**src/rtl/bullet_table_pkg.sv**
```systemverilog
// Shared constants, slot record type and helpers for the bullet slot table.
package bullet_table_pkg;

  localparam int SLOT_COUNT = 8;
  localparam int SLOT_IDX_W = 3;
  localparam int X_W        = 10;
  localparam int Y_W        = 9;
  localparam int VX_W       = 4;
  localparam int COLOR_W    = 3;
  localparam int POS_W      = 11;
  localparam int COUNT_W    = SLOT_IDX_W + 1;

  localparam logic [COLOR_W-1:0] COLOR_DAMAGE      = 3'd0;
  localparam logic [COLOR_W-1:0] COLOR_HEAL        = 3'd1;
  localparam logic [COLOR_W-1:0] COLOR_MOVE_DAMAGE = 3'd2;

  typedef struct packed {
    logic                     active;
    logic [X_W-1:0]           x;
    logic [Y_W-1:0]           y;
    logic signed [VX_W-1:0]   vx;
    logic [COLOR_W-1:0]       color;
  } bullet_slot_t;

  function automatic logic [COUNT_W-1:0] popcount(input logic [SLOT_COUNT-1:0] m);
    logic [COUNT_W-1:0] cnt;
    cnt = '0;
    for (int i = 0; i < SLOT_COUNT; i++) begin
      cnt = cnt + {{(COUNT_W-1){1'b0}}, m[i]};
    end
    return cnt;
  endfunction

endpackage

```
**src/rtl/bullet_table_if.sv**
```systemverilog
// Scanner query, player position, spawn/kill/move control and status of the bullet table.
interface bullet_table_if;
  import bullet_table_pkg::*;

  logic [SLOT_IDX_W-1:0] index;
  logic                  isRender;
  logic                  isCollide;
  logic [COLOR_W-1:0]    color;
  logic [X_W-1:0]        playerX;
  logic [Y_W-1:0]        playerY;
  logic                  freeze;
  logic                  scanDone;
  logic                  spawnValid;
  logic                  spawnReady;
  logic [X_W-1:0]        spawnX;
  logic [Y_W-1:0]        spawnY;
  logic [VX_W-1:0]       spawnVx;
  logic [COLOR_W-1:0]    spawnColor;
  logic                  killValid;
  logic [SLOT_IDX_W-1:0] killIndex;
  logic                  moveTick;
  logic [COUNT_W-1:0]    activeCount;

  modport master (
    output index, playerX, playerY, freeze, scanDone,
    output spawnValid, spawnX, spawnY, spawnVx, spawnColor,
    output killValid, killIndex, moveTick,
    input  isRender, isCollide, color, spawnReady, activeCount
  );

  modport slave (
    input  index, playerX, playerY, freeze, scanDone,
    input  spawnValid, spawnX, spawnY, spawnVx, spawnColor,
    input  killValid, killIndex, moveTick,
    output isRender, isCollide, color, spawnReady, activeCount
  );

endinterface

```
**src/rtl/bullet_hit_check.sv**
```systemverilog
// Combinational bullet/player overlap test on 11-bit signed centre differences.
module bullet_hit_check
  import bullet_table_pkg::*;
#(
  parameter int HIT_W = 16,
  parameter int HIT_H = 16
) (
  input  logic [X_W-1:0] bx,
  input  logic [Y_W-1:0] by,
  input  logic [X_W-1:0] px,
  input  logic [Y_W-1:0] py,
  output logic           hit
);

  localparam logic [POS_W-1:0] HALF_W = POS_W'(HIT_W);
  localparam logic [POS_W-1:0] HALF_H = POS_W'(HIT_H);

  function automatic logic [POS_W-1:0] abs_val(input logic signed [POS_W-1:0] d);
    return d[POS_W-1] ? POS_W'(-d) : POS_W'(d);
  endfunction

  logic signed [POS_W-1:0] dx;
  logic signed [POS_W-1:0] dy;

  assign dx  = $signed({1'b0, bx}) - $signed({1'b0, px});
  assign dy  = $signed({2'b00, by}) - $signed({2'b00, py});
  assign hit = (abs_val(dx) < HALF_W) && (abs_val(dy) < HALF_H);

endmodule

```
**src/rtl/bullet_table.sv**
```systemverilog
// Eight-slot bullet table: zero-latency scanner query plus spawn/kill/move held off while frozen.
// Optional macro BULLET_TABLE_HIT_CLEAR_EN clears bullets hit during a scan when scanDone pulses.
module bullet_table
  import bullet_table_pkg::*;
#(
  parameter int SCREEN_W = 640,
  parameter int HIT_W    = 16,
  parameter int HIT_H    = 16
) (
  input  logic           clk,
  input  logic           reset,
  bullet_table_if.slave  bus
);

  localparam logic signed [POS_W-1:0] X_MAX = POS_W'(SCREEN_W - 1);

  function automatic logic signed [POS_W-1:0] step_x(input logic [X_W-1:0] x,
                                                     input logic signed [VX_W-1:0] vx);
    logic signed [POS_W-1:0] vx_ext;
    vx_ext = $signed({{(POS_W-VX_W){vx[VX_W-1]}}, vx});
    return $signed({1'b0, x}) + vx_ext;
  endfunction

  function automatic logic on_screen(input logic signed [POS_W-1:0] nx);
    return !nx[POS_W-1] && (nx <= X_MAX);
  endfunction

  bullet_slot_t [SLOT_COUNT-1:0] slots;
  bullet_slot_t [SLOT_COUNT-1:0] slots_nxt;
  logic [SLOT_COUNT-1:0]         kill_pend;
  logic [SLOT_COUNT-1:0]         kill_pend_nxt;
  logic                          tick_pend;
  logic                          tick_pend_nxt;
  logic [COUNT_W-1:0]            count_q;

  logic [SLOT_COUNT-1:0]         active_mask;
  logic [SLOT_COUNT-1:0]         active_nxt;
  logic [SLOT_COUNT-1:0]         kill_req;
  logic [SLOT_COUNT-1:0]         kill_now;
  logic [SLOT_COUNT-1:0]         hit_done;
  logic [SLOT_COUNT-1:0]         query_onehot;
  logic                          tick_now;
  logic [SLOT_IDX_W-1:0]         spawn_slot;
  logic                          spawn_ready;
  logic                          spawn_fire;

  bullet_slot_t                  query;
  logic                          query_hit;
  logic                          collide;

  // Query path: purely combinational from the registered slot storage
  assign query = slots[bus.index];

  bullet_hit_check #(
    .HIT_W (HIT_W),
    .HIT_H (HIT_H)
  ) u_hit (
    .bx  (query.x),
    .by  (query.y),
    .px  (bus.playerX),
    .py  (bus.playerY),
    .hit (query_hit)
  );

  assign collide       = query.active && query_hit;
  assign bus.isRender  = query.active;
  assign bus.isCollide = collide;
  assign bus.color     = query.active ? query.color : '0;
  assign query_onehot  = SLOT_COUNT'(1) << bus.index;

  always_comb begin
    active_mask = '0;
    for (int i = 0; i < SLOT_COUNT; i++) begin
      active_mask[i] = slots[i].active;
    end
  end

  // Lowest-numbered free slot, judged on storage as it stood before this edge
  always_comb begin
    spawn_slot = '0;
    for (int i = SLOT_COUNT - 1; i >= 0; i--) begin
      if (!active_mask[i]) spawn_slot = SLOT_IDX_W'(i);
    end
  end

  assign spawn_ready    = !reset && !bus.freeze && (active_mask != '1);
  assign spawn_fire     = bus.spawnValid && spawn_ready;
  assign bus.spawnReady = spawn_ready;
  assign kill_req       = bus.killValid ? (SLOT_COUNT'(1) << bus.killIndex) : '0;

`ifdef BULLET_TABLE_HIT_CLEAR_EN
  logic [SLOT_COUNT-1:0] hit_mask;
  logic [SLOT_COUNT-1:0] hit_now;

  assign hit_now  = hit_mask | ((bus.freeze && collide) ? query_onehot : '0);
  assign hit_done = bus.scanDone ? hit_now : '0;

  always_ff @(posedge clk or posedge reset) begin
    if (reset) begin
      hit_mask <= '0;
    end else begin
      hit_mask <= bus.scanDone ? '0 : hit_now;
    end
  end
`else
  logic [SLOT_COUNT+1-1:0] unused_scan;
  assign unused_scan = {bus.scanDone, query_onehot};
  assign hit_done    = '0;
`endif

  // Update order within one edge: kill, then move, then spawn into a pre-edge free slot
  always_comb begin
    logic signed [POS_W-1:0] nx;
    nx            = '0;
    slots_nxt     = slots;
    kill_now      = kill_pend | kill_req | hit_done;
    tick_now      = tick_pend | bus.moveTick;
    kill_pend_nxt = '0;
    tick_pend_nxt = 1'b0;
    if (bus.freeze) begin
      kill_pend_nxt = kill_now;
      tick_pend_nxt = tick_now;
    end else begin
      for (int i = 0; i < SLOT_COUNT; i++) begin
        if (kill_now[i]) begin
          slots_nxt[i] = '0;
        end else if (tick_now && slots[i].active) begin
          nx = step_x(slots[i].x, slots[i].vx);
          if (on_screen(nx)) begin
            slots_nxt[i].x = nx[X_W-1:0];
          end else begin
            slots_nxt[i] = '0;
          end
        end
      end
      if (spawn_fire) begin
        slots_nxt[spawn_slot] = '{active: 1'b1,
                                  x:      bus.spawnX,
                                  y:      bus.spawnY,
                                  vx:     $signed(bus.spawnVx),
                                  color:  bus.spawnColor};
      end
    end
  end

  always_comb begin
    active_nxt = '0;
    for (int i = 0; i < SLOT_COUNT; i++) begin
      active_nxt[i] = slots_nxt[i].active;
    end
  end

  // State registers
  always_ff @(posedge clk or posedge reset) begin
    if (reset) begin
      slots     <= '0;
      kill_pend <= '0;
      tick_pend <= 1'b0;
      count_q   <= '0;
    end else begin
      slots     <= slots_nxt;
      kill_pend <= kill_pend_nxt;
      tick_pend <= tick_pend_nxt;
      count_q   <= popcount(active_nxt);
    end
  end

  assign bus.activeCount = count_q;

endmodule
```
**src/flat_wrapper.sv**
```systemverilog
// flat-port wrapper written by rule: the top's interface ports become plain ports
module bullet_table_flat import bullet_table_pkg::*;
#(
  parameter int SCREEN_W = 640,
  parameter int HIT_W    = 16,
  parameter int HIT_H    = 16
)
  (clk, reset, bus_index, bus_playerX, bus_playerY, bus_freeze, bus_scanDone, bus_spawnValid, bus_spawnX, bus_spawnY, bus_spawnVx, bus_spawnColor, bus_killValid, bus_killIndex, bus_moveTick, bus_isRender, bus_isCollide, bus_color, bus_spawnReady, bus_activeCount);
  bullet_table_if bus_i ();
  input  logic clk;
  input  logic reset;
  input wire logic [$bits(bus_i.index)-1:0] bus_index;
  input wire logic [$bits(bus_i.playerX)-1:0] bus_playerX;
  input wire logic [$bits(bus_i.playerY)-1:0] bus_playerY;
  input wire logic [$bits(bus_i.freeze)-1:0] bus_freeze;
  input wire logic [$bits(bus_i.scanDone)-1:0] bus_scanDone;
  input wire logic [$bits(bus_i.spawnValid)-1:0] bus_spawnValid;
  input wire logic [$bits(bus_i.spawnX)-1:0] bus_spawnX;
  input wire logic [$bits(bus_i.spawnY)-1:0] bus_spawnY;
  input wire logic [$bits(bus_i.spawnVx)-1:0] bus_spawnVx;
  input wire logic [$bits(bus_i.spawnColor)-1:0] bus_spawnColor;
  input wire logic [$bits(bus_i.killValid)-1:0] bus_killValid;
  input wire logic [$bits(bus_i.killIndex)-1:0] bus_killIndex;
  input wire logic [$bits(bus_i.moveTick)-1:0] bus_moveTick;
  output wire logic [$bits(bus_i.isRender)-1:0] bus_isRender;
  output wire logic [$bits(bus_i.isCollide)-1:0] bus_isCollide;
  output wire logic [$bits(bus_i.color)-1:0] bus_color;
  output wire logic [$bits(bus_i.spawnReady)-1:0] bus_spawnReady;
  output wire logic [$bits(bus_i.activeCount)-1:0] bus_activeCount;
  assign bus_i.index = bus_index;
  assign bus_i.playerX = bus_playerX;
  assign bus_i.playerY = bus_playerY;
  assign bus_i.freeze = bus_freeze;
  assign bus_i.scanDone = bus_scanDone;
  assign bus_i.spawnValid = bus_spawnValid;
  assign bus_i.spawnX = bus_spawnX;
  assign bus_i.spawnY = bus_spawnY;
  assign bus_i.spawnVx = bus_spawnVx;
  assign bus_i.spawnColor = bus_spawnColor;
  assign bus_i.killValid = bus_killValid;
  assign bus_i.killIndex = bus_killIndex;
  assign bus_i.moveTick = bus_moveTick;
  assign bus_isRender = bus_i.isRender;
  assign bus_isCollide = bus_i.isCollide;
  assign bus_color = bus_i.color;
  assign bus_spawnReady = bus_i.spawnReady;
  assign bus_activeCount = bus_i.activeCount;
  bullet_table #(.SCREEN_W(SCREEN_W), .HIT_W(HIT_W), .HIT_H(HIT_H)) u_core (.clk(clk), .reset(reset), .bus(bus_i));
endmodule
```
**config.mk**
```make
export PLATFORM = sky130hd
export DESIGN_NAME = bullet_table_flat
export DESIGN_NICKNAME = d
export VERILOG_FILES = /design/src/rtl/bullet_table_pkg.sv /design/src/rtl/bullet_table_if.sv /design/src/rtl/bullet_hit_check.sv /design/src/rtl/bullet_table.sv /design/src/flat_wrapper.sv
export SDC_FILE = /design/constraint.sdc
export NUM_CORES = 1
export LEC_CHECK = 0
export CORE_MARGIN = 4
export CORE_UTILIZATION = 30
export DETAILED_ROUTE_END_ITERATION = 10
export GPL_ROUTABILITY_DRIVEN = 0
export PLACE_DENSITY = 0.45
export SLEW_MARGIN = 20
export SYNTH_ARGS = -nofsm -noshare
export SYNTH_HDL_FRONTEND = slang
export SYNTH_SLANG_ARGS = --single-unit
```
**constraint.sdc**
```tcl
create_clock -name clk -period 7.15 [get_ports clk]
set_input_delay 0.715 -clock clk [delete_from_list [all_inputs] [get_ports clk]]
set_output_delay 0.715 -clock clk [all_outputs]
set_load 0.1 [all_outputs]
```
# Word level (Yosys, flattened, before mapping)
# Cells that the tools add are included.
# op_classes
add_sub_neg,19
n_lt_le_gt_ge,13
eq_ne,1
n_shift,1
muxes,69
n_bitwise,2
reduce_logical,32
# ops
cell,count
two-way mux 27 bit,26
two-way mux 216 bit,2
bitwise mux 216 bit,1
two-way mux 16 bit,8
adder 11 x 4 -> 11 bit,8
less-or-equal comparator 11 bit (second input constant),8
binary-select mux 27 bit (select 3 bit),1
demux 27 bit (select 3 bit),1
two-way mux 10 bit,8
two-way mux 3 bit,9
adder 4 x 1 -> 4 bit,6
logical AND 1 bit,22
< comparator 11 x 5 -> 1 bit (second input constant),2
two-way mux 11 bit,2
two-way mux 8 bit,2
negator 10 -> 11 bit,1
negator 11 bit,1
subtractor 10 x 10 -> 11 bit,1
logical NOT 1 bit,10
subtractor 9 x 9 -> 10 bit,1
two-way mux 1 bit,9
< comparator 3 x 4 -> 1 bit (second input constant),2
inequality test 8 bit (second input constant),1
bitwise OR 8 bit,1
4 further kinds,4
# totals
register_bits,229
output_inout_bits,10
elab_cells,180

# Depth between registers and ports, before layout
# Gate-level depths: netlist of run 1.
# logic_depth
depth_word,22
mapped_depth,19

# Hierarchy
# A second synthesis of run 1 with hierarchy kept.
# hier_totals
cells_unflattened,1544
hier_area_um2,15751.4
# by_module_without_submodules
mod,instances,cells_each,area_per_inst_um2,seq_area_each_um2
bullet_table,1,1404,14751.6,5730.5
bullet_hit_check,1,140,999.7,0.0

# Worst setup path after synthesis of run 1
# No wires, ideal clock.
# synth_path
path_kind,input -> register
from,in reset
to,"reg u_core.count_q[1], in the netlist u_core.bus.activeCount[1]"
setup_ps,64
arrival_time_ps,9173
t_required_ps,7086
setup_slack_ps,-2088
cell_stages,13
n_path_buf,0
cell_sequence,inv_1 nand3_1 nor3_1 or3_1 o21ai_0 a31o_2 fa_1 fa_1 inv_1 fa_1 inv_1 fa_1 inv_1
# synth_via
elab_chain_cells,13
# synth_rtl
element,line_no,rtl
from (decl),flat_wrapper.sv:11,input logic reset;
logical NOT 1 bit *,bullet_table.sv:86,assign spawn_ready = !reset && !bus.freeze && (active_mask != '1);
logical AND 1 bit * (2 in series),bullet_table.sv:86,
logical AND 1 bit *,bullet_table.sv:87,assign spawn_fire = bus.spawnValid && spawn_ready;
two-way mux 216 bit *,bullet_table.sv:136,if (spawn_fire) begin
two-way mux 216 bit *,bullet_table.sv:120,if (bus.freeze) begin
adder 1 x 1 -> 2 bit,bullet_table_pkg.sv:29,"cnt = cnt + {{(COUNT_W-1){1'b0}}, m[i]};"
adder 4 x 1 -> 4 bit (5 in series),bullet_table_pkg.sv:29,
adder 4 x 1 -> 4 bit *,bullet_table_pkg.sv:29,
to (signal assigned),bullet_table.sv:164,count_q <= popcount(active_nxt);
to (decl),bullet_table.sv:34,logic [COUNT_W-1:0] count_q;
# Every way passes the cells marked *; elsewhere a longest branch is shown, timed or not.
# A chain may end at the register's enable or synchronous reset.

# Final worst setup path of run 1
# layout_path
from,in bus_index[1]
to,out bus_isCollide
# layout_via
elab_chain_cells,8
elab_cells_between_ends,12
cone_classes,add/sub (4); order compare (2); mux (4); reduce/logical (2)
# layout_rtl
element,line_no,rtl
from (decl),flat_wrapper.sv:12,input wire logic [$bits(bus_i.index)-1:0] bus_index;
binary-select mux 27 bit (select 3 bit) *,bullet_table.sv:52,assign query = slots[bus.index];
two-way mux 27 bit (not written as such) *,bullet_table.sv:52,
subtractor 10 x 10 -> 11 bit / subtractor 9 x 9 -> 10 bit (equally long branches),"bullet_hit_check.sv:25, bullet_hit_check.sv:26",
negator 11 bit / negator 10 -> 11 bit (equally long branches),bullet_hit_check.sv:19,return d[POS_W-1] ? POS_W'(-d) : POS_W'(d);
two-way mux 11 bit,bullet_hit_check.sv:19,
< comparator 11 x 5 -> 1 bit,bullet_hit_check.sv:27,assign hit = (abs_val(dx) < HALF_W) && (abs_val(dy) < HALF_H);
logical AND 1 bit,bullet_hit_check.sv:27,
logical AND 1 bit *,bullet_table.sv:65,assign collide = query.active && query_hit;
to (decl),flat_wrapper.sv:26,output wire logic [$bits(bus_i.isCollide)-1:0] bus_isCollide;
# Every way passes the cells marked *; elsewhere a longest branch is shown, timed or not. The select of a mux whose other input is x is not followed.

==> metrics, run 1 <==
status=complete, no violations; Top Family by Delay on Critical Path=buffers and inverters; Final min period=5.66 ns; synthesized area=16300 um^2; fill count=5341; DP HPWL=39.7 mm; Antenna Nets Post-Route=0; Achievable Freq=177 MHz; Worst path slowest cell=buf_2; clock slew at reported path FFs=0.06 ns; metal2 WL=26.2 mm; GR Util All Layers=19.0%; vias in the first global route=13522; TritonCTS sink count=229; PnR worst setup slack=1.49 ns; synth warn=0; core area=53700 um^2; Buf/Inv on CP=4; first-pass GRT wire length=85.1 mm; vias per inst=5.66; Metal-1 WL=26.1 mm; Slew Limit Fails=0; # rows=85; IO buf count=66; Critical Path Source Type=input pin; die area=58000 um^2; Post-Syn Nets=1877; RSZ-0062 raised after global routing=false; post-CTS setup buffer count=0; dpl ws=1.44 ns; Post-CTS Hold Fix Bufs=0; Non-Filler Instances=2445; DP Cell Count=2394; Root Buffer=clkbuf_16; routed vias=13841; drt drc=0; worst path cell trace=buf_2 > buf_4 > mux4_2 > mux2i_1 > inv_1 > ha_1 > nor2b_1 > o2111a_1 > nor4_1 > o22ai_1 > a2111oi_0 > mux2i_1 > nor4_2 > buf_4; pwr/cell area=332 nW/um^2; Worst Path Required=6.43 ns; post-route cell area=18600 um^2; gr ovfl total=0; Hold WC Path Type=reg -> reg; fin crit share=79.1%; initial antenna violation count=0; drt first-iter violations=1000; Layout Skew=0.0185 ns; Area Overhead vs Synth=14.2%; Setup CP Type=in -> out; final setup vio count=0; TritonCTS clock tree=done; initial core utilization=30.3%; critical path fanouts, max=23; H-Tree Depth=1; Post-synth EDFFs=0; #FFs+latches synth=229; Main synth FF type=dfrtp_1; drt wl/cell=23.1 um; Post-Route Setup TNS=0 ns; Slew HR=24.8%; post-synth cell types=94; Post-synth ARST share=100%; Placed Area=17600 um^2; CP Capture Type=output port; most common cell after layout, fill and taps aside=dfrtp_1; TritonRoute pass-1 iters=7; I/O pin total=68; largest net degree at the start of global routing=72; sequential area share after synthesis=35.2%; Mean Syn Cell Area=9.55 um^2; Max VDD drop=169 uV; post-CTS resize count=0; routed wire length=56.6 mm; Die Ht=241 um; critical path data arrival time=4.94 ns; share of cells above drive strength 1=11.1%; commonest non-fill, non-tap cells in the layout=dfrtp_1, nand2_1, o21ai_0; nets@finish=1902; DR top layer=met4; CTS buffer count=27; Max stage delay on crit path=0.55 ns; clock latency on the worst-skew pair=0.57 ns; CTS Buffer Depth=3; Die W=241 um; met3 WL=2.96 mm; Synth Instances=1703; Fin. Hold Viols=0; Worst Tran Pin Value=1.13 ns; LEAKAGE=0.00811 uW; Max-Cap Viols=0
synth_stat cells, types with 29 or more instances:
master | count | area [um^2]
inv_1 | 95 | 357
clkbuf_1 | 54 | 203
nor2_1 | 59 | 221
mux4_2 | 46 | 1040
o31ai_1 | 36 | 270
a22oi_1 | 111 | 833
xnor2_1 | 29 | 254
o21ai_0 | 149 | 746
dfrtp_1 | 229 | 5730
a22o_1 | 51 | 447
ha_1 | 102 | 1280
a21o_1 | 39 | 293
nand3_1 | 37 | 185
a21oi_1 | 75 | 375
xor2_1 | 35 | 307
nand2_1 | 168 | 631
per-layer routing:
layer / GRT usage, % / vias up
met5: 0 / -
met4: 4.83 / 0
met3: 2.85 / 68
met2: 31.1 / 381
met1: 26.7 / 6919
li1: - / 6473
registers in the layout, indices dropped and copies added (netlist names):
register                flops
u_core.slots              208
u_core.active_mask          8
u_core.kill_pend            8
u_core.bus.activeCount      4
u_core.tick_pend            1
report_power, final:
| group | total [uW] | leakage [uW] | switching [uW] | internal, uW |
|---|---|---|---|---|
| clock | 1470 | 0.000465 | 597 | 876 |
| sequential | 1930 | 0.00302 | 331 | 1600 |
| combinational | 2760 | 0.00462 | 1650 | 1120 |
| total | 6170 | 0.00811 | 2580 | 3590 |
final timing paths:
path	startpoint	endpoint	slack (ns)	depth (start not counted)
max in group asynchronous	reset	u_core.slots[81]	4.27	5
worst min-delay path	u_core.slots[137]	u_core.slots[137]	0.49	1
worst max register to register	u_core.slots[3]	u_core.bus.activeCount[1]	1.86	18
min in group asynchronous	reset	u_core.slots[21]	0.83	2
worst min register to register	u_core.slots[137]	u_core.slots[137]	0.49	1
worst max-delay path	bus_index[1]	bus_isCollide	1.49	14
cell families (layout without fill, tap and decap cells):
logic type	after synthesis	after routing	synth area share, %
compound gates	633	633	27.1
xor+xnor	64	64	3.45
fa+ha+maj	116	116	9.57
buf+inv	196	241	4.85
flops	229	229	35.2
mux	74	74	8.22
other cells	0	1	0
simple gates	391	391	11.6
metrics by stage:
step	power (uW)	util, %	hold slack [ns]
final	6170	34.6	0.494
after global routing	6600	34.6	0.502
after CTS	6200	34.5	0.496
after detailed placement	4700	32.8	0.479
after global placement	4650	32.8	0.477
after floorplan	3920	-	0.449
layout make-up:
cell class	instances	area (um^2)	area share, %
clock buffers	39	791	4.26
multi-input cells	1278	9790	52.7
well taps	696	871	4.69
clock inverters	10	140	0.754
repair buffers	96	891	4.79
inverters	96	364	1.96
diodes	1	2.50	0.0135
flip-flops and latches	229	5730	30.8
No activity file was read; power rests on OpenSTA's default activity.
==> run 2, diff against run 1 <==
- clock period: 7.15 -> 4.6 ns (I/O delays scaled with it)
==> run 2 against run 1 <==
Die area unchanged. Clock-buffer cell count decreased by 1. Critical endpoint is now u_core.bus.activeCount[1]. Largest cell class unchanged. Global-route usage up 1.1 points. Sequential power rose by 55%.
==> metrics, run 2 (synthesis results as in run 1) <==
initial core utilization=30.3% (unchanged); TritonCTS clock tree=done; commonest non-fill, non-tap cells in the layout=dfrtp_1, nand2_1, o21ai_0; H-Tree Depth=1 (unchanged); critical path fanouts, max=3 (-87%); pwr/cell area=528 nW/um^2 (+59%); Post-CTS Hold Fix Bufs=0 (unchanged); drt first-iter violations=1144 (+14%); post-route cell area=19700 um^2 (+6.2%); metal2 WL=25.7 mm (-1.7%); die area=58000 um^2 (unchanged); Root Buffer=clkbuf_16; Slew HR=24.2% (-0.63 points); Largest Register=u_core.slots; fin crit share=99.9%; final setup vio count=0 (unchanged); final core occ=36.7% (+2.1 points); Die W=241 um (unchanged); initial antenna violation count=3 (+3); met3 WL=3.83 mm (+29%); GR Util All Layers=20.1% (+1.1 points); antenna diode instance count=0 (-1); routed vias=14392 (+4.0%); Metal-1 WL=27.8 mm (+6.5%); Critical R2R Launch=u_core.slots[43]; TritonRoute pass-1 iters=5 (-2); Hold WC Path Type=in -> reg; CTS Buffer Depth=3 (unchanged); Worst Tran Pin Value=1.14 ns (+0.00711 ns); most common cell after layout, fill and taps aside=dfrtp_1; Critical Path Source Type=flop; Fin. Hold Viols=0 (unchanged); status=complete, no violations; Non-Filler Instances=2544 (+4.0%); max FFs per register=208 (unchanged); largest net degree at the start of global routing=164 (+130%); clock slew at reported path FFs=0.06 ns (about the same); Final min period=4.60 ns; CP Capture Type=flop; IO buf count=66 (unchanged); Post-Route Setup TNS=0 ns (unchanged); critical path data arrival time=5.11 ns (+0.17 ns); CTS buffer count=28 (+3.7%); Setup CP Type=reg -> reg; share of cells above drive strength 1=19.1% (+8.0 points); Slew Limit Fails=0 (unchanged); Crit. Startpoint=u_core.slots[43]; Hold Startpoint=bus_freeze; Max-Cap Viols=0 (unchanged); Layout Skew=0.0156 ns (-0.00289 ns); nets@finish=2001 (+5.2%); vias per inst=5.66 (about the same); RSZ-0062 raised after global routing=true; Achievable Freq=218 MHz; clock latency on the worst-skew pair=0.57 ns (about the same); DR top layer=met4; Max VDD drop=373 uV (+120%); Placed Area=18400 um^2 (+4.7%); Die Ht=241 um (unchanged); drt drc=0 (unchanged); # rows=85 (unchanged); fill count=5317 (-0.45%); gr ovfl total=0 (unchanged); vias in the first global route=14281 (+5.6%); core area=53700 um^2 (unchanged); routed wire length=59.2 mm (+4.6%); TritonCTS sink count=229 (unchanged); PnR Total Power=10400 uW (+69%); drt wl/cell=23.3 um (+0.57%); first-pass GRT wire length=89.6 mm (+5.3%); DP HPWL=42.0 mm (+5.7%); I/O pin total=68 (unchanged); Area Overhead vs Synth=21.3%; Antenna Nets Post-Route=0 (unchanged); LEAKAGE=0.00864 uW (+6.5%); Worst Path Required=5.11 ns (-1.32 ns); DP Cell Count=2487 (+3.9%)
-- run 2: metal layers --
layer	GRT usage (%)	vias to the layer above
li1	-	6677
met1	29.4	7232
met2	30.3	400
met3	3.75	83
met4	6.17	0
met5	0	-
-- run 2: repair_timing --
item / 4_1_cts / 5_1_grt
setup endpoints to repair: 4 / 3
resized for setup: 29 / 40
setup buffers: 1 / 5
pin swaps: 14 / 19
hold endpoints to repair: 0 / 0
-- run 2: final cells by class --
cell class | instances | area, um^2 | area share (%)
inverters | 96 | 364 | 1.85
well taps | 696 | 871 | 4.41
flip-flops and latches | 229 | 5730 | 29.1
clock buffers | 38 | 798 | 4.05
repair buffers | 194 | 1680 | 8.51
clock inverters | 13 | 110 | 0.558
multi-input cells | 1278 | 10200 | 51.6
-- run 2: worst paths after layout --
check	endpoint	slack, ns	cells after the start
max	u_core.bus.activeCount[1]	0.003	18
min	u_core.kill_pend[4]	0.47	4
max reg2reg	u_core.bus.activeCount[1]	0.003	18
min reg2reg	u_core.slots[149]	0.50	1
max in group asynchronous	u_core.slots[17]	2.24	4
min in group asynchronous	u_core.active_mask[7]	0.81	3
-- run 2: metrics by stage --
step	hold slack (ns)	worst slack [ns]
floorplan	0.449	-2.37
global placement	0.478	-0.255
detailed placement	0.478	-0.310
CTS	0.430	-0.0136
global route	0.466	-0.163
finish	0.469	0.00252
-- run 2: where the power goes --
group          internal, uW  switching, uW  leakage [uW]  total [uW]
Combinational          2350           2860       0.00517        5210
Sequential             2490            505       0.00302        2990
Clock                  1270            948      0.000450        2220
-- run 2: critical path, stage by stage (launching register included) --
cell and delay (ns):
dfrtp_1 0.41, ha_4 0.18, fa_2 0.36, a211oi_4 0.30, o21ai_2 0.10, o211a_1 0.21
o211ai_1 0.30, a31oi_4 0.15, o21ai_2 0.16, o21ai_2 0.09, ha_4 0.28, inv_2 0.04
fa_1 0.48, fa_1 0.52, inv_2 0.04, fa_2 0.36, inv_2 0.07, fa_2 0.43
inv_2 0.06
==> run 3, diff against run 2 <==
- CORE_MARGIN: 4 -> 1.5
==> run 3 against run 2 <==
Clock skew is 0.0026 ns higher. Global-route usage is 0.87 points higher. Utilization up 0.18 points. Hold slack worse by 0.082 ns. Maximum frequency increased by 0.55%. Total power increased by 0.84%. Die area shrank 4.1%. Combinational power is 2% lower. Sequential share of layout area down 0.14 points. Setup slack better by 0.025 ns. Clock power rose by 7%. Largest cell class unchanged.
==> metrics, run 3 (synthesis results as in run 1) <==
status=complete, no violations; Fin. Hold Viols=0 (unchanged); initial antenna violation count=4 (+1); Critical Path Source Type=flop; TritonRoute pass-1 iters=5 (unchanged); initial core utilization=30.3% (unchanged); IO buf count=66 (unchanged); Max stage delay on crit path=0.51 ns (about the same); sequential share of power=28.7% (about the same); Worst path slowest cell=fa_1; Root Buffer=clkbuf_16; sw frac=40.6% (-0.82 points); Non-Filler Instances=2553 (+0.35%); DP Cell Count=2489 (+0.080%); commonest non-fill, non-tap cells in the layout=dfrtp_1, nand2_1, o21ai_0; CTS Buffer Depth=3 (unchanged); critical path data arrival time=5.09 ns (-0.02 ns); antenna diode instance count=0 (unchanged); final setup vio count=0 (unchanged); worst path cell trace=ha_2 > fa_2 > a211oi_2 > o21ai_1 > a21o_1 > and4_4 > nor3_4 > o21ai_4 > a31oi_4 > ha_4 > inv_2 > fa_1 > fa_1 > inv_2 > fa_2 > inv_2 > fa_1 > inv_1; Hold WS=0.387 ns (-0.0821 ns); vias per inst=5.60 (-0.97%); Die Ht=236 um (-2.1%); nets@finish=2007 (+0.30%); max FFs per register=208 (unchanged); Slew Limit Fails=0 (unchanged); TritonCTS sink count=229 (unchanged); routed vias=14303 (-0.62%); H-Tree Depth=1 (unchanged); Max-Cap Viols=0 (unchanged); drt drc=0 (unchanged); CP Capture Type=flop; most common cell after layout, fill and taps aside=dfrtp_1; Worst Path Required=5.11 ns (about the same); Pint=6250 uW (+2.3%); Max VDD drop=305 uV (-18%); Final min period=4.57 ns (-0.0253 ns); Achievable Freq=219 MHz (+0.55%); routed wire length=58.9 mm (-0.41%); Setup CP Type=reg -> reg; Worst Tran Pin Value=1.15 ns (+0.0140 ns); gr ovfl total=0 (unchanged); final core occ=36.9% (+0.18 points); Die W=236 um (-2.1%); DP HPWL=41.8 mm (-0.32%); Area Overhead vs Synth=21.9%; area of the multi-input gates=10100 um^2 (-0.39%); vias in the first global route=14322 (+0.29%); Slew HR=23.2% (-0.93 points); CTS buffer count=30 (+7.1%); first-pass GRT wire length=89.4 mm (-0.25%); I/O pin total=68 (unchanged); core area=53700 um^2 (unchanged); clock latency on the worst-skew pair=0.57 ns (about the same); drt first-iter violations=1111 (-2.9%); clock network power share=22.5% (+1.2 points); RSZ-0062 raised after global routing=true; Gate power share=48.8% (-1.2 points); TritonCTS clock tree=done; Sequential cell area=5730 um^2 (unchanged); GR Util All Layers=21.0% (+0.87 points); largest net degree at the start of global routing=161 (-1.8%); fin crit share=99.4% (-0.55 points); Post-CTS Hold Fix Bufs=0 (unchanged); PnR Total Power=10500 uW (+0.84%); share of cells above drive strength 1=19.0% (-0.093 points); Hold WC Path Type=in -> reg; Antenna Nets Post-Route=0 (unchanged); Largest Register=u_core.slots; fill count=5305 (-0.23%); Post-Route Setup TNS=0 ns (unchanged); r2r setup slk=0.03 ns (+0.03 ns); Net Sw Power=4260 uW (-1.2%); die area=55600 um^2 (-4.1%); LEAKAGE=0.00870 uW (+0.74%); critical path fanouts, max=4 (+1); pwr/cell area=530 nW/um^2 (+0.35%); Layout Skew=0.0183 ns (+0.00265 ns); # rows=85 (unchanged); drt wl/cell=23.1 um (-0.76%); clock slew at reported path FFs=0.06 ns (about the same)
[run 3: changes by cell type in the layout (fill, tap and decap cells not counted), sizes merged]
cell	delta
clkbuf	+10
buf	+4
clkinv	-3
clkinvlp	-2
[run 3: worst paths after layout]
check                                            endpoint  cells past startpoint              start
worst max register to register  u_core.bus.activeCount[1]                     18   u_core.slots[16]
max in group asynchronous               u_core.slots[180]                      4              reset
worst max-delay path            u_core.bus.activeCount[1]                     18   u_core.slots[16]
min in group asynchronous           u_core.active_mask[6]                      3              reset
worst min register to register          u_core.slots[109]                      1  u_core.slots[109]
worst min-delay path                  u_core.kill_pend[2]                      3         bus_freeze
[run 3: metal layers]
layer,up-vias,track usage (%),part of all wire [%]
met3,75,3.50,6.0
li1,6675,-,-
met5,-,0,0.078
met4,6,6.24,2.6
met2,385,32.2,45
met1,7162,30.1,47
[run 3: what timing repair did]
item / 4_1_cts / 5_1_grt
pin swaps: 18 / 30
setup endpoints to repair: 4 / 4
setup buffers: 2 / 6
resized for setup: 24 / 38
[run 3: power groups by stage]
stage / clock, uW / sequential (uW) / combinational [uW]
finish: 2370 / 3010 / 5130
global route: 2520 / 3070 / 5670
CTS: 2430 / 2990 / 4980
detailed placement: 0 / 3010 / 4830
global placement: 0 / 3000 / 4750
floorplan: 0 / 2880 / 3260
[run 3: stage by stage]
step / setup slack (ns) / area [um^2]
6_report: 0.0278 / 19800
5_1_grt: -0.152 / 19800
4_1_cts: -0.0130 / 19600
3_5_place_dp: -0.291 / 18500
3_3_place_gp: -0.244 / 18500
2_1_floorplan: -2.37 / 16400
[run 3: area by class of cell]
cell class                 count  area share [%]
clock buffer                  48            4.74
clock inverter                 8           0.347
inverter                      96            1.84
multi-input combinational   1278            51.1
sequential                   229            28.9
tap                          696            4.39
timing repair buffer         198            8.65
[run 3: critical path, delay by kind of cell, from the launching register on]
kind	cells	cell delay (ns)
AO/OA/AOI/OAI	5	0.94
adder cells (fa/ha/maj)	7	2.49
buffers and inverters	4	0.25
flip-flops	1	0.38
AND/OR/NAND/NOR	2	0.45
==> patch 1 (settings of run 2) <==
Build with the macro `BULLET_TABLE_HIT_CLEAR_EN` defined.
--- a/src/rtl/bullet_table.sv
+++ b/src/rtl/bullet_table.sv
@@ -1,4 +1,6 @@
 // Eight-slot bullet table: zero-latency scanner query plus spawn/kill/move held off while frozen.
 // Optional macro BULLET_TABLE_HIT_CLEAR_EN clears bullets hit during a scan when scanDone pulses.
+`define BULLET_TABLE_HIT_CLEAR_EN
+
 module bullet_table
   import bullet_table_pkg::*;
Formal check against the unedited RTL: not equivalent (Yosys sat finds a counterexample within 4 cycles, from zero or initial values and one cycle with reset high).
==> patch 1 against run 2 <==
The flow now finishes with violations (negative setup slack). Core utilization increased by 2.1 points. Via count increased by 0.60%. Final area increased by 6.2%. Total power decreased by 10%. Combinational power decreased by 17%. Count of clock-buffer cells in the layout decreased by 2. Routed wire length decreased by 2.5%. Sequential cell count increased by 8. Clock power increased by 6%. Setup slack got worse by 0.33 ns. Area after synthesis increased by 1.2%. Die area increased by 1.2%. Final cell count increased by 2.2%.
==> patch 1: results (changes against run 2) <==
* Met3 GRT Util at 0.0250 (was 0.0375)
* Status: finished with violations (was finished, final reports clean)
* Drt wl/cell at 22.2 um (was 23.3 um)
* Post-synth net total at 1810 (was 1877)
* Layout cells sized above 1 at 0.252 (was 0.191)
* Largest net degree at the start of global routing at 133 (was 164)
* Worst R2R Setup Slack at -0.26 ns (was 0.003 ns)
* Top post-synthesis cells by area: dfrtp_1 (36%), ha_1 (7.8%), a22o_1 (6.8%) (was dfrtp_1 (35%), ha_1 (7.8%), mux4_2 (6.4%))
* Clk_lat worst skew at 0.59 ns (was 0.57 ns)
* Initial antenna violation count at 1 (was 3)
* DR iter-0 viols at 920 (was 1144)
* Cts bufs inserted at 29 (was 28)
* Sequential element share of the synthesized area at 0.360 (was 0.352)
* Netlist cell types at 89 (was 94)
* Worst reg-to-reg path cell count at 20 (was 18)
* Crit path DAT at 4.47 ns (was 5.11 ns)
* Syn Area/Cell at 10.1 um2 (was 9.55 um2)
* CTS HTree Levels at 1 (unchanged)
* Clock Skew at 0.0223 ns (was 0.0156 ns)
* Placed insts at 2531 (was 2487)
* Post-synth top cells: dfrtp_1 (237), a22o_1 (128), ha_1 (102) (was dfrtp_1 (229), nand2_1 (168), o21ai_0 (149))
* Static Leak at 9.87 nW (was 8.64 nW)
* Total track usage at 0.191 (was 0.201)
* First-pass GRT wire length at 89400 um (was 89600 um)
* Final setup viols at 4 (was 0)
* GR Layer Usage met2 at 0.326 (was 0.303)
* Post-DP HPWL at 42300 um (was 42000 um)
* PnR worst setup slack at -0.326 ns (was 0.00252 ns)
* Vias/cell at 5.57 (was 5.66)
* Relative slew slack at 0.343 (was 0.242)
* Pint at 5.89 mW (was 6.11 mW)
* Failing checks: negative setup slack
* CTS clk-pin slew, worst paths at 0.06 ns (about the same)
* Largest register FFs at 208 (unchanged)
* CP startpoint kind: register (unchanged)
* Met1 GRT Util at 0.259 (was 0.294)
* Layout Nets at 2058 (was 2001)
* RR Startpoint: u_core.slots[3] (was u_core.slots[43])
* Maximum vdd drop at 0.290 mV (was 0.373 mV)
* Crit path capture: bus_isCollide (was u_core.bus.activeCount[1])
* YS warnings at 0 (unchanged)
* Critical Path Source: u_core.slots[70] (was u_core.slots[43])
* Vias at 14479 (was 14392)
* Number of global-route vias before repair at 15032 (was 14281)
* CP Max Fanout at 5 (was 3)
* Fillers at 5247 (was 5317)
* Port Buffers at 67 (was 66)
* Min-delay worst type: input pin to async pin (was input pin to register)
-- patch 1: cell count changes after synthesis, moves of 14 or more --
cell     delta
nand2_1    -87
a22o_1     +77
o21ai_0    -67
a22oi_1    -65
o31ai_1    -28
inv_1      -24
a221o_1    +23
nor2b_1    +23
a21oi_1    +20
nor2_1     +19
nor3_1     +16
buf_2      -15
buf_1      +14
nand3_1    -14
-- patch 1: cell families (layout without fill, tap and decap cells) --
group           count (synthesis)  after routing  share of synthesized area
mux                            71             71                     0.0798
buf+inv                       177            446                     0.0416
fa+ha+maj                     116            116                     0.0946
flops                         237            237                      0.360
simple gates                  370            370                      0.119
compound gates                604            604                      0.272
xor+xnor                       61             61                     0.0325
-- patch 1: cell type report --
| cell class | instances | area (um2) | area share |
|---|---|---|---|
| multi-input combinational | 1222 | 10300 | 0.489 |
| sequential | 237 | 5930 | 0.283 |
| clock buffer | 36 | 782 | 0.0373 |
| clock inverter | 16 | 178 | 0.00848 |
| inverter | 71 | 270 | 0.0129 |
| timing repair buffer | 323 | 2680 | 0.128 |
| tap | 696 | 871 | 0.0415 |
-- patch 1: critical path: stages (launching register included) --
cell	delay (ns)
dfrtp_1	0.40
buf_6	0.13
mux4_2	0.52
mux2i_1	0.20
buf_4	0.17
ha_4	0.13
inv_2	0.03
fa_2	0.33
buf_4	0.15
xnor2_2	0.16
nand4b_1	0.11
mux2_4	0.32
nand3_2	0.10
mux2_4	0.33
or3_4	0.37
nor3_4	0.13
buf_6	0.14
buf_12	0.16
-- patch 1: metrics by stage --
| step | utilization | worst slack, ns | hold WS [ns] | cell area, um2 | setup TNS (ns) |
|---|---|---|---|---|---|
| CTS | 0.383 | -0.408 | 0.402 | 20700 | -1.39 |
| global route | 0.388 | -0.461 | 0.437 | 21000 | -1.54 |
| finish | 0.388 | -0.326 | 0.399 | 21000 | -0.827 |
| floorplan | - | -0.857 | 0.461 | 16600 | -0.984 |
| global placement | 0.361 | -0.363 | 0.477 | 19500 | -10.29 |
| detailed placement | 0.361 | -0.377 | 0.477 | 19500 | -12.82 |
-- patch 1: what timing repair did --
action	in CTS	in global routing
pin swaps	29	33
gates resized for setup	24	56
setup endpoints to repair	36	33
setup buffers	14	8
-- patch 1: routing by layer --
layer  routed length [um]  part of all wire
met1                26200              0.45
met2                27800              0.48
met3                 2370             0.041
met4                 1330             0.023
met5                   10           0.00017
-- patch 1: power by group through the flow --
stage | Clock (mW) | Combinational (mW) | Sequential [mW]
global route | 2.48 | 4.71 | 2.75
CTS | 2.41 | 4.15 | 2.70
finish | 2.36 | 4.31 | 2.71
global placement | 0 | 3.96 | 2.73
detailed placement | 0 | 4.00 | 2.74
floorplan | 0 | 2.37 | 2.71
==> patch 2 (flow settings as in run 2) <==
Made on the original files. The package constant `SLOT_COUNT` goes from 8 to 9.
--- a/src/rtl/bullet_table_pkg.sv
+++ b/src/rtl/bullet_table_pkg.sv
@@ -2,5 +2,5 @@
 package bullet_table_pkg;
 
-  localparam int SLOT_COUNT = 8;
+  localparam int SLOT_COUNT = 9;
   localparam int SLOT_IDX_W = 3;
   localparam int X_W        = 10;
Check against the original RTL: not settled (the Yosys comparison gave no result); the edit may change what the design does.
==> patch 2 against run 2 <==
The flow now finishes with violations (negative setup slack). Area after synthesis down 4.3%. Non-clock buffer count rose by 96. Critical path depth grew 3. Global-route usage fell by 0.87 points. Total power is 19% lower. Synthesized cell count down 11%. Via count shrank 7.2%. Final area about the same. Sequential cell count rose by 4. Setup slack lost 0.40 ns. Routed wire length is 6.6% lower. Critical path type unchanged. Largest power group unchanged. Highest routed layer unchanged.
==> patch 2: results (changes against run 2) <==
* Top FF cell, synth: dfrtp_1 (unchanged)
* Post-synth net total at 1698 (was 1877)
* Placed insts at 2368 (was 2487)
* Post-Place Worst Slack at -0.576 ns (was -0.310 ns)
* Sequential element share of the synthesized area at 0.375 (was 0.352)
* First-pass GRT wire length at 84000 um (was 89600 um)
* Critical Path Max Stage Delay at 0.54 ns (was 0.52 ns)
* Layout cells sized above 1 at 0.248 (was 0.191)
* Worst reg-to-reg path cell count at 21 (was 18)
* Seq. pwr at 2.65 mW (was 2.99 mW)
* Hold EP: u_core.slots[240] (was u_core.kill_pend[4])
* Final setup viols at 4 (was 0)
* Hold depth at 1 (was 4)
* Total track usage at 0.192 (was 0.201)
* Crit path DAT at 5.45 ns (was 5.11 ns)
* Post-DP HPWL at 39000 um (was 42000 um)
* Failing checks: negative setup slack
* Drt wl/cell at 22.6 um (was 23.3 um)
* Clock Skew at 0.0203 ns (was 0.0156 ns)
* PnR worst setup slack at -0.399 ns (was 0.00252 ns)
* Setup TNS at -1.14 ns (was 0 ns)
* DR iter-0 viols at 1014 (was 1144)
* CTS clk-pin slew, worst paths at 0.05 ns
* Largest register FFs at 211 (was 208)
* Max stage delay cell, worst path: fa_2 (was fa_1)
* Clock Tree Buf Depth at 3 (unchanged)
* Net Switching at 2.95 mW (was 4.32 mW)
* Syn Area/Cell at 10.2 um2 (was 9.55 um2)
* RR Startpoint: u_core.slots[16] (was u_core.slots[43])
* Hold_sp: u_core.slots[240] (was bus_freeze)
* Maximum vdd drop at 0.259 mV (was 0.373 mV)
* Top post-synthesis cells by area: dfrtp_1 (37%), ha_1 (8.4%), mux4_2 (6.7%) (was dfrtp_1 (35%), ha_1 (7.8%), mux4_2 (6.4%))
* Largest Register: u_core.slots (unchanged)
* Status: finished with violations (was finished, final reports clean)
* Static Leak at 9.11 nW (was 8.64 nW)
* Min-delay worst type: register to register (was input pin to register)
* CP Max Fanout at 3 (unchanged)
* Vias/cell at 5.47 (was 5.66)
* Post-CTS Setup Bufs at 15 (was 1)
* Least-Margin Pin Slew at 1.08 ns (was 1.14 ns)
* R2r endpoint: u_core.bus.activeCount[1] (unchanged)
* Post-CTS sizing at 40 (was 29)
* DR pass1 iterations at 5 (unchanged)
* Fin. Hold Viols at 0 (unchanged)
* Netlist cell types at 80 (was 94)
* Vias at 13359 (was 14392)
* Pwr dens at 427 nW/um2 (was 528 nW/um2)
* Post-DP Area at 18300 um2 (was 18400 um2)
* WHS at 0.476 ns (was 0.469 ns)
* Largest net degree at the start of global routing at 163 (was 164)
* Post-synth top cells: dfrtp_1 (233), o21ai_0 (115), ha_1 (105) (was dfrtp_1 (229), nand2_1 (168), o21ai_0 (149))
* Layout Nets at 1917 (was 2001)
* YS warnings at 0 (unchanged)
## patch 2: cell types whose count changed after synthesis, sizes merged, moves of 17 or more
cell	run 2	this run
nand2	168	52
a22o	51	96
inv	96	63
o31ai	38	8
o21ai	162	144
o211ai	28	11
## patch 2: kinds of logic (layout without fill, tap and decap cells)
kind of cell,Yosys count,after routing,synth area share
other,0,3,0
AND/OR/NAND/NOR,303,303,0.102
adder cells (fa/ha/maj),120,120,0.104
flip-flops,233,233,0.375
XOR/XNOR,62,62,0.0349
multiplexers,75,75,0.0866
AO/OA/AOI/OAI,562,562,0.255
buffers and inverters,165,404,0.0431
## patch 2: area by class of cell
cell class              instances  area (um2)
inverters                      64         244
well taps                     680         851
clock buffers                  42         843
clock inverters                 8        76.3
fillers                      5095       31600
flip-flops and latches        233        5830
diodes                          3        7.51
multi-input cells            1122        9460
repair buffers                290        2410
## patch 2: critical path, delay by kind of cell (launching register included)
family	cells	cell delay, ns
buffers and inverters	5	0.34
adder cells (fa/ha/maj)	8	2.92
XOR/XNOR	1	0.20
flip-flops	1	0.41
AO/OA/AOI/OAI	7	1.04
## patch 2: worst max path at each step
stage                                      endpoint  depth (start not counted)        startpoint  slack [ns]
after detailed placement  u_core.bus.activeCount[1]                         21   u_core.slots[3]       -0.58
after global routing      u_core.bus.activeCount[1]                         20   u_core.slots[5]       -0.61
final                     u_core.bus.activeCount[1]                         21  u_core.slots[16]       -0.40
after global placement    u_core.bus.activeCount[1]                         21   u_core.slots[3]       -0.61
after floorplan                       bus_isCollide                         14      bus_index[0]       -1.31
after CTS                 u_core.bus.activeCount[1]                         21   u_core.slots[3]       -0.39
## patch 2: per-layer routing
metal  vias up  track usage  share of wire
met1      6738        0.279           0.46
met5         -            0              0
met3        66       0.0196          0.052
met2       344        0.312           0.47
met4         0       0.0445          0.022
li1       6211            -              -
